===== src/rtl/tree_walk_sequencer_if.sv =====
// Start, table-read and visit-stream signals of the tree walk sequencer.
// The master side is the requester/table/consumer, the slave side is the walker.
interface tree_walk_sequencer_if #(
  parameter int IDX_W = 8,
  parameter int DW    = 4
);
  logic             start_valid;
  logic             start_ready;
  logic [IDX_W-1:0] start_root;
  logic             abort;
  logic             busy;
  logic             tbl_rd_en;
  logic [IDX_W-1:0] tbl_rd_addr;
  logic [IDX_W-1:0] tbl_rd_child;
  logic [IDX_W-1:0] tbl_rd_sibling;
  logic             visit_valid;
  logic             visit_ready;
  logic [IDX_W-1:0] visit_node;
  logic [DW-1:0]    visit_depth;
  logic             visit_leaf;
  logic             visit_last;
  logic             done;
  logic             err;

  modport master (
    output start_valid, start_root, abort,
    output tbl_rd_child, tbl_rd_sibling, visit_ready,
    input  start_ready, busy, tbl_rd_en, tbl_rd_addr,
    input  visit_valid, visit_node, visit_depth,
    input  visit_leaf, visit_last, done, err
  );

  modport slave (
    input  start_valid, start_root, abort,
    input  tbl_rd_child, tbl_rd_sibling, visit_ready,
    output start_ready, busy, tbl_rd_en, tbl_rd_addr,
    output visit_valid, visit_node, visit_depth,
    output visit_leaf, visit_last, done, err
  );
endinterface


===== src/rtl/tree_walk_sequencer.sv =====
// Pre-order depth-first walker over a first_child/next_sibling node table.
// Emits one visit record per node; pending siblings wait on a small stack.
module tree_walk_sequencer #(
  parameter int IDX_W      = 8,
  parameter int MAX_DEPTH  = 16,
  parameter int MAX_VISITS = 2**IDX_W - 1
) (
  input  logic                 clk,
  input  logic                 rst,
  tree_walk_sequencer_if.slave bus
);
  localparam int DW  = $clog2(MAX_DEPTH);
  localparam int SPW = DW + 1;
  localparam int VW  = $clog2(MAX_VISITS + 1);
  localparam logic [IDX_W-1:0] NUL  = '1;
  localparam logic [DW-1:0]    DMAX = DW'(MAX_DEPTH - 1);
  localparam logic [VW-1:0]    VMAX = VW'(MAX_VISITS);

  typedef enum logic [2:0] {
    S_IDLE, S_FETCH, S_RESP, S_EMIT, S_DONE
  } state_t;

  typedef struct packed {
    logic [IDX_W-1:0] node;
    logic [DW-1:0]    depth;
  } ent_t;

  state_t           state_q, state_d;
  ent_t             cur_q, cur_d;
  logic             is_root_q, is_root_d;
  logic [IDX_W-1:0] child_q, child_d;
  logic [IDX_W-1:0] sib_q, sib_d;
  logic [SPW-1:0]   sp_q, sp_d;
  logic [VW-1:0]    vcnt_q, vcnt_d;
  logic             err_q, err_d;
  ent_t             stk_q [MAX_DEPTH];

  logic             push_en;
  ent_t             push_ent;
  logic             has_sib;
  logic [DW-1:0]    top_idx;

  assign has_sib = !is_root_q && (sib_q != NUL);
  assign top_idx = sp_q[DW-1:0] - DW'(1);

  always_comb begin
    state_d   = state_q;
    cur_d     = cur_q;
    is_root_d = is_root_q;
    child_d   = child_q;
    sib_d     = sib_q;
    sp_d      = sp_q;
    vcnt_d    = vcnt_q;
    err_d     = err_q;
    push_en   = 1'b0;
    push_ent  = '{node: sib_q, depth: cur_q.depth};
    unique case (state_q)
      S_IDLE: begin
        if (bus.start_valid) begin
          cur_d     = '{node: bus.start_root, depth: '0};
          is_root_d = 1'b1;
          sp_d      = '0;
          vcnt_d    = '0;
          err_d     = 1'b0;
          state_d   = (bus.start_root == NUL) ? S_DONE : S_FETCH;
        end
      end
      S_FETCH: state_d = S_RESP;
      S_RESP: begin
        child_d = bus.tbl_rd_child;
        sib_d   = bus.tbl_rd_sibling;
        state_d = S_EMIT;
      end
      S_EMIT: begin
        if (bus.visit_ready) begin
          vcnt_d = vcnt_q + VW'(1);
          if (child_q != NUL) begin
            if (cur_q.depth == DMAX) begin
              state_d = S_DONE;
              err_d   = 1'b1;
            end else begin
              push_en   = has_sib;
              cur_d     = '{node: child_q, depth: cur_q.depth + DW'(1)};
              is_root_d = 1'b0;
              state_d   = S_FETCH;
            end
          end else if (has_sib) begin
            // push immediately followed by pop: go straight to the sibling
            cur_d   = '{node: sib_q, depth: cur_q.depth};
            state_d = S_FETCH;
          end else if (sp_q != '0) begin
            cur_d   = stk_q[top_idx];
            sp_d    = sp_q - SPW'(1);
            state_d = S_FETCH;
          end else begin
            state_d = S_DONE;
          end
          if (vcnt_d == VMAX && state_d == S_FETCH) begin
            state_d = S_DONE;
            err_d   = 1'b1;
          end
        end
      end
      S_DONE:  state_d = S_IDLE;
      default: state_d = S_IDLE;
    endcase
    if (push_en) sp_d = sp_q + SPW'(1);
    if (bus.abort && state_q != S_IDLE) begin
      state_d = S_IDLE;
      sp_d    = '0;
      vcnt_d  = '0;
      push_en = 1'b0;
    end
  end

  always_ff @(posedge clk) begin
    if (rst) begin
      state_q   <= S_IDLE;
      cur_q     <= '0;
      is_root_q <= 1'b0;
      child_q   <= '0;
      sib_q     <= '0;
      sp_q      <= '0;
      vcnt_q    <= '0;
      err_q     <= 1'b0;
    end else begin
      state_q   <= state_d;
      cur_q     <= cur_d;
      is_root_q <= is_root_d;
      child_q   <= child_d;
      sib_q     <= sib_d;
      sp_q      <= sp_d;
      vcnt_q    <= vcnt_d;
      err_q     <= err_d;
    end
  end

  always_ff @(posedge clk) begin
    if (push_en) stk_q[sp_q[DW-1:0]] <= push_ent;
  end

  assign bus.start_ready = (state_q == S_IDLE);
  assign bus.busy        = (state_q != S_IDLE);
  assign bus.tbl_rd_en   = (state_q == S_FETCH);
  assign bus.tbl_rd_addr = cur_q.node;
  assign bus.visit_valid = (state_q == S_EMIT);
  assign bus.visit_node  = cur_q.node;
  assign bus.visit_depth = cur_q.depth;
  assign bus.visit_leaf  = bus.visit_valid && (child_q == NUL);
  assign bus.visit_last  = bus.visit_leaf && (sp_q == '0) &&
                           ((sib_q == NUL) || is_root_q);
  assign bus.done        = (state_q == S_DONE);
  assign bus.err         = bus.done && err_q;
endmodule

===== src/flat_wrapper.sv =====
// flat-port wrapper written by rule: the top's interface ports become plain ports
module tree_walk_sequencer_flat 
#(
  parameter int IDX_W      = 8,
  parameter int MAX_DEPTH  = 16,
  parameter int MAX_VISITS = 2**IDX_W - 1
)
  (clk, rst, bus_start_valid, bus_start_root, bus_abort, bus_tbl_rd_child, bus_tbl_rd_sibling, bus_visit_ready, bus_start_ready, bus_busy, bus_tbl_rd_en, bus_tbl_rd_addr, bus_visit_valid, bus_visit_node, bus_visit_depth, bus_visit_leaf, bus_visit_last, bus_done, bus_err);
  tree_walk_sequencer_if #(.IDX_W(IDX_W)) bus_i ();
  input  logic clk;
  input  logic rst;
  input wire logic [$bits(bus_i.start_valid)-1:0] bus_start_valid;
  input wire logic [$bits(bus_i.start_root)-1:0] bus_start_root;
  input wire logic [$bits(bus_i.abort)-1:0] bus_abort;
  input wire logic [$bits(bus_i.tbl_rd_child)-1:0] bus_tbl_rd_child;
  input wire logic [$bits(bus_i.tbl_rd_sibling)-1:0] bus_tbl_rd_sibling;
  input wire logic [$bits(bus_i.visit_ready)-1:0] bus_visit_ready;
  output wire logic [$bits(bus_i.start_ready)-1:0] bus_start_ready;
  output wire logic [$bits(bus_i.busy)-1:0] bus_busy;
  output wire logic [$bits(bus_i.tbl_rd_en)-1:0] bus_tbl_rd_en;
  output wire logic [$bits(bus_i.tbl_rd_addr)-1:0] bus_tbl_rd_addr;
  output wire logic [$bits(bus_i.visit_valid)-1:0] bus_visit_valid;
  output wire logic [$bits(bus_i.visit_node)-1:0] bus_visit_node;
  output wire logic [$bits(bus_i.visit_depth)-1:0] bus_visit_depth;
  output wire logic [$bits(bus_i.visit_leaf)-1:0] bus_visit_leaf;
  output wire logic [$bits(bus_i.visit_last)-1:0] bus_visit_last;
  output wire logic [$bits(bus_i.done)-1:0] bus_done;
  output wire logic [$bits(bus_i.err)-1:0] bus_err;
  assign bus_i.start_valid = bus_start_valid;
  assign bus_i.start_root = bus_start_root;
  assign bus_i.abort = bus_abort;
  assign bus_i.tbl_rd_child = bus_tbl_rd_child;
  assign bus_i.tbl_rd_sibling = bus_tbl_rd_sibling;
  assign bus_i.visit_ready = bus_visit_ready;
  assign bus_start_ready = bus_i.start_ready;
  assign bus_busy = bus_i.busy;
  assign bus_tbl_rd_en = bus_i.tbl_rd_en;
  assign bus_tbl_rd_addr = bus_i.tbl_rd_addr;
  assign bus_visit_valid = bus_i.visit_valid;
  assign bus_visit_node = bus_i.visit_node;
  assign bus_visit_depth = bus_i.visit_depth;
  assign bus_visit_leaf = bus_i.visit_leaf;
  assign bus_visit_last = bus_i.visit_last;
  assign bus_done = bus_i.done;
  assign bus_err = bus_i.err;
  tree_walk_sequencer #(.IDX_W(IDX_W), .MAX_DEPTH(MAX_DEPTH), .MAX_VISITS(MAX_VISITS)) u_core (.clk(clk), .rst(rst), .bus(bus_i));
endmodule

===== config.mk =====
export PLATFORM = sky130hd
export DESIGN_NAME = tree_walk_sequencer_flat
export DESIGN_NICKNAME = d
export VERILOG_FILES = /design/src/rtl/tree_walk_sequencer_if.sv /design/src/rtl/tree_walk_sequencer.sv /design/src/flat_wrapper.sv
export SDC_FILE = /design/constraint.sdc
export NUM_CORES = 1
export LEC_CHECK = 0
export ABC_AREA = 1
export BUFFER_PORTS_ARGS = -buffer_cell sky130_fd_sc_hd__buf_2
export CORE_MARGIN = 10
export CORE_UTILIZATION = 45
export DETAILED_ROUTE_END_ITERATION = 16
export SLEW_MARGIN = 20
export SYNTH_ARGS = -nofsm -noshare
export SYNTH_HDL_FRONTEND = slang
export SYNTH_SLANG_ARGS = --single-unit

===== constraint.sdc =====
create_clock -name clk -period 3.4 [get_ports clk]
set_input_delay 0.68 -clock clk [delete_from_list [all_inputs] [get_ports clk]]
set_output_delay 0.68 -clock clk [all_outputs]
set_load 0.03 [all_outputs]

# --- Word level (Yosys, flattened, before mapping) ---
# Memories as Yosys holds them, arrays and structs flattened.
# Index checks and enable logic that the tools add are counted.
op_classes:
  mux: 46
  n_eq_ne: 27
  addsub: 5
  n_reduce_logical: 23
ops:
  columns: ["cell", "count"]
  rows:
  - ["12-bit 2-to-1 mux", 6]
  - ["8-bit == test, second input constant", 4]
  - ["3-bit 2-to-1 mux", 10]
  - ["5-bit 2-to-1 mux", 6]
  - ["3-bit != test, second input constant", 9]
  - ["12-bit one-hot mux with 2 select lines", 1]
  - ["1-bit 2-to-1 mux", 16]
  - ["8-bit 2-to-1 mux", 2]
  - ["8-bit != test, second input constant", 2]
  - ["8-bit one-hot mux with 2 select lines", 1]
  - ["5-bit AND reduction", 3]
  - ["3-bit one-hot mux with 4 select lines", 1]
  - ["6-bit AND reduction", 2]
  - ["5-bit one-hot mux with 2 select lines", 1]
  - ["8-bit by 1-bit adder with 8-bit output, second input constant", 1]
  - ["2-bit != test, second input constant", 4]
  - ["1-bit logical AND", 7]
  - ["3-bit by 1-bit == test with 1-bit output, second input constant", 2]
  - ["3-bit by 2-bit == test with 1-bit output, second input constant", 2]
  - ["3-bit nonzero test", 2]
  - ["5-bit by 1-bit adder with 5-bit output, second input constant", 1]
  - ["5-bit zero test", 1]
  - ["5-bit nonzero test", 1]
  - ["5-bit by 1-bit subtractor with 5-bit output, second input constant", 1]
  - ["14 further kinds", 15]
word_totals:
  ram_bits: 192
  inputBits: 29
  reg_bits: 46
  out_inout_bits: 28
  word_cells: 111
  mem_count: 1
mem_list:
  columns: ["memory", "depth", "word_bits", "rd", "rd_clocked_by_memory_dff", "write_ports", "line", "source"]
  rows:
  - ["u_core.stk_q", 16, 12, 1, 0, 1, "tree_walk_sequencer.sv:36", "ent_t stk_q [MAX_DEPTH];"]

# --- Depth between registers and ports, before layout ---
depth:
  depth_word: 11
  ltp_mapped: 16
  ltp_nobuf: 13

# --- Worst setup path after synthesis ---
# No wires, ideal clock.
synth_path:
  path_type: "reg2reg"
  start: "register u_core.state_q[2]"
  end: "memory u_core.stk_q[10][0] (netlist bit) (enable)"
  n_path_buf: 0
  setup_time_ps: 380
  path_slack_ps: 539
  arrival_ps: 2481
  synth_period_minus_slack_ps: 2861
  stages_incl_launch_ff: 8
  required_time_ps: 3020
  cell_sequence: "dfxtp_1 -> inv_1 -> nand2_1 -> nor2_1 -> inv_1 -> a21oi_1 -> nand2_1 -> nor2_1"
synth_between:
  elab_chain_cells: 5
  word_cells_on_any_way: 7
  classes_between: "eq/ne: 1; mux: 4; reduce/logical: 2"
synth_lines:
  columns: ["item", "line", "source"]
  rows:
  - ["start: declaration", "tree_walk_sequencer.sv:28", "state_t state_q, state_d;"]
  - ["start signal: assignment", "tree_walk_sequencer.sv:127", "state_q <= state_d;"]
  - ["3-bit nonzero test", null, null]
  - ["net bus_busy", "flat_wrapper.sv:19", "output wire logic [$bits(bus_i.busy)-1:0] bus_busy;"]
  - ["1-bit logical AND", "tree_walk_sequencer.sv:108", "if (bus.abort && state_q != S_IDLE) begin"]
  - ["1-bit 2-to-1 mux", "tree_walk_sequencer.sv:108", null]
  - ["1-bit 2-to-1 mux", "tree_walk_sequencer.sv:139", "if (push_en) stk_q[sp_q[DW-1:0]] <= push_ent;"]
  - ["1-bit 2-to-1 mux (not written as such)", "tree_walk_sequencer.sv:139", null]
  - ["end: declaration", "tree_walk_sequencer.sv:36", null]
# The timed path passes the listed nets, and every way through them passes these cells.

# --- Worst setup path in the final report ---
layout_path:
  start: "register u_core.state_q[0]"
  end: "output port bus_visit_leaf"
layout_between:
  elab_chain_cells: 2
layout_lines:
  columns: ["item", "line", "source"]
  rows:
  - ["3-bit by 2-bit == test with 1-bit output", "tree_walk_sequencer.sv:146", "assign bus.visit_valid = (state_q == S_EMIT);"]
  - ["1-bit logical AND", "tree_walk_sequencer.sv:149", "assign bus.visit_leaf = bus.visit_valid && (child_q == NUL);"]
  - ["end: declaration", "flat_wrapper.sv:25", "output wire logic [$bits(bus_i.visit_leaf)-1:0] bus_visit_leaf;"]
# Every way passes these cells.

==> reports/summary.md <==
The number of diodes added for antenna fixing was 0; the number of antenna violations at the first check in global routing was 0. In this run the horizontal extent of the chip is 174 microns. The proportion of power drawn by combinational gates was 0.309. For the total nets after synthesis, the log shows 1169.

The library cell used most frequently in the layout, excluding fill and tap cells, is nand2_1. Setup repair after global routing left no endpoint under its margin. For the TritonCTS sink count, the log shows 238. Entering global routing, the biggest net connects 83 pins.

In this run the remaining antenna-violating nets after routing total 0. The tools report the design internal power as 5.51 mW. Clock-pin slew was measured on the worst setup and hold paths at 60 ps. The global-route wire length before repair was 43.8 mm. Routability-driven placement finished with a final weighted congestion of 0.888. In the routed design, unresolved DRC markers number 0. The tools report the total number of H-tree levels as 1.

Summing every instance area after synthesis gives 10600 sq um. The die covers 30200 sq um. The worst setup timing slack at the placement stage came out at 505 ps.

The tightest min-delay check is of the in2reg type. Yosys attributes the largest share of cell area to edfxtp_1, nand2_1, dfxtp_1. The endpoint arrival time on the critical path was 2310 ps.

The kind of cell with the highest combined delay along the critical path is buffers and inverters. Across the VDD grid, the largest voltage drop is 0.533 mV. The sequential-to-total area share from yosys stat is 0.628.

On the worst path, the slowest cell contributes a delay of 390 ps. The clock period minus worst slack is 2990 ps, and the ratio of final minimum period to clock period is 0.879. Synthesis produced a netlist whose cell count is 1132. The initialized floorplan defines 56 standard-cell rows. The top cell types in the final layout, fill and taps aside, are nand2_1, edfxtp_1, nand3_1. The setup fix buffers added after clock tree synthesis came out at 0. The startpoint identified for the worst hold timing path is bus_tbl_rd_child[3]. Along the worst path, the maximum fanout reaches 18.

The tools report the clock group share of total power as 0.297. The launch point of the critical path was u_core.state_q[0]. Detailed routing inserted a total of 7913 vias.

The area growth from synthesis to layout works out to 14.4%. Summed over all cells, the static leakage comes to 4.93 nW. The data required time at the worst endpoint was 2720 ps.

The number of max-slew violations in the final report was 0; the net load switching power was 3.11 mW. The logs give 3 for the number of buffers between clock root and the deepest sink and 0.407 for the worst slew margin relative to its limit. The sum of buffers and inverters on the critical path is 4, and the transition time at the pin with the least slew margin is 889 ps.

A synthesized cell averages 9.40 sq um. In the routed layout, each cell is associated on average with a via count of 5.16. TritonCTS built the clock tree.

The floorplan step defined a core boundary enclosing 23400 sq um. For this design, the slowest cell found on the critical path is dfxtp_1. Net switching share of the total power: 0.360.

Traced cell by cell, the critical path runs through inv_2 -> nor3_4 -> buf_4 -> inv_1 -> nor2_1 -> buf_2. Pin placement for this block handled 57 I/O pins. By startpoint and endpoint, the worst setup path is classified as reg2out. edfxtp_1 takes more of the synthesized area than any other cell. The post-layout worst setup margin came out at 412 ps. After global routing the overflow that remains totals 0.

The post-synthesis sequential element count is 238, and the max-cap violation count is 0. The tools report the effective utilization at floorplan as 0.455. Post-CTS repair changed the size of 0 cells. The logs give 12.4 ps for the setup skew after layout and 28.2 mm for the detailed-route wire length.

The tools report the number of buffers created by CTS as 26. Power spread over the standard cell area amounts to 708 nW/um^2. The number of setup violations in the final report was 0; the number of hold buffers added after CTS was 0.

After the first detailed-routing iteration, the DRC count stood at 676. The run finished with clean final reports. Die extent in y: 174 microns. The number of filler instances in the final layout came out at 2202. Area fraction of the dominant cell type after synthesis: 0.542.

The kind of capture point of the worst setup path was an output pin. The global-route usage over all layers was 0.182. The count of port buffers added during placement is 56. For the maximum frequency from static timing analysis, the log shows 335 MHz.

Proportion of layout cells with a drive suffix above 1: 0.124. The sort of element at the start of the critical path was a register. The startpoint of the worst register-to-register path was u_core.sp_q[0]. Number of failing hold endpoints at the final stage: 0. The first detailed-routing pass ran for 5 iterations. In the final design database the tool counted 1241 nets. Detailed placement finished with a half-perimeter wire length of 18.2 mm. In the final timing run, aggregate negative setup slack is 0 ps.

The detail-routed net length per standard cell is 18.4 microns, and the sequential fraction of design power is 0.394. During synthesis, Yosys emitted a total of 0 warnings. Number of global-route vias before repair: 7640. For the worst-skew pair, the clock arrives at the later sink with an insertion delay of 530 ps. Counting distinct cell types in the post-synthesis netlist gives 28. Clock tree synthesis selected as its root buffer the cell clkbuf_16.
-- flip-flops by register name (all words and copies together) (netlist names) --
register                count
u_core.err_q                1
u_core.bus.tbl_rd_addr      8
u_core.vcnt_q               8
u_core.stk_q              192
u_core.sib_q                8
u_core.sp_q                 5
u_core.bus.visit_depth      4
u_core.is_root_q            1
u_core.child_q              8
u_core.state_q              3
-- final timing paths --
| check | end | slack, ps | depth (start not counted) |
|---|---|---|---|
| setup / recovery | bus_visit_leaf | 410 | 6 |
| hold / removal | u_core.child_q[3] | 380 | 3 |
| setup reg to reg | u_core.bus.tbl_rd_addr[1] | 470 | 11 |
| hold reg to reg | u_core.bus.tbl_rd_addr[5] | 480 | 2 |
-- cells in the mapped netlist --
cell,number
clkinv_1,2
or2_2,3
nand2_2,4
ha_1,8
clkbuf_1,28
a21oi_1,45
nor3_1,3
o21ai_0,50
edfxtp_1,192
nor3_4,1
buf_4,9
inv_2,4
nor4_1,1
buf_2,14
nor2_1,112
nand3_1,175
nand4_1,3
nand2_1,294
buf_6,1
buf_1,6
dfxtp_1,46
o21bai_1,1
inv_1,115
xnor2_1,2
o21ai_4,1
a21oi_4,1
a31oi_1,2
xor2_1,9
-- metal layers --
| layer | routed length (microns) | vias to the layer above | track usage |
|---|---|---|---|
| li1 | - | 3876 | - |
| met1 | 12800 | 3740 | 0.249 |
| met4 | 612 | 0 | 0.0470 |
| met2 | 13000 | 255 | 0.288 |
| met3 | 1860 | 42 | 0.0370 |
| met5 | 0 | - | 0 |
-- final cells by class --
cell class | count | area, sq um | area share
Sequential cell | 238 | 6690 | 0.550
Multi-Input combinational cell | 715 | 3240 | 0.266
Clock buffer | 34 | 733 | 0.0602
Timing Repair Buffer | 102 | 626 | 0.0514
Inverter | 121 | 454 | 0.0373
Tap cell | 319 | 399 | 0.0328
Clock inverter | 6 | 27.5 | 0.00226
-- per-stage QoR --
stage	instances	hold WS (ps)	instance area [sq um]	power, mW	util
floorplan	1132	433	10600	5.18	-
global placement	1495	465	11400	6.12	0.488
detailed placement	1495	476	11400	6.11	0.488
CTS	1535	359	12200	8.67	0.520
global route	1535	385	12200	9.06	0.520
finish	1535	379	12200	8.62	0.520
-- kinds of logic after synthesis --
group	after synthesis	share of synthesized area
AND/OR/NAND/NOR	596	0.235
flip-flops	238	0.628
buffers and inverters	179	0.0687
AO/OA/AOI/OAI	100	0.0496
XOR/XNOR	11	0.00905
adder cells (fa/ha/maj)	8	0.00941
-- power groups by stage --
stage	registers [mW]	clock network, mW	logic (mW)
floorplan	3.47	0	1.71
CTS	3.39	2.61	2.67
finish	3.40	2.56	2.66
detailed placement	3.45	0	2.66
global route	3.41	2.72	2.93
global placement	3.45	0	2.67
-- worst reg2reg max path: stages, from the launching register on --
cell	delay, ps
dfxtp_4	450
inv_2	130
buf_4	680
nand3_1	270
xor2_1	600
buf_4	280
nand3_1	90
nand2_1	70
nand2_1	50
nand2_1	70
nand2_1	50
a21oi_1	120
No activity file was read; power rests on OpenSTA's default activity.
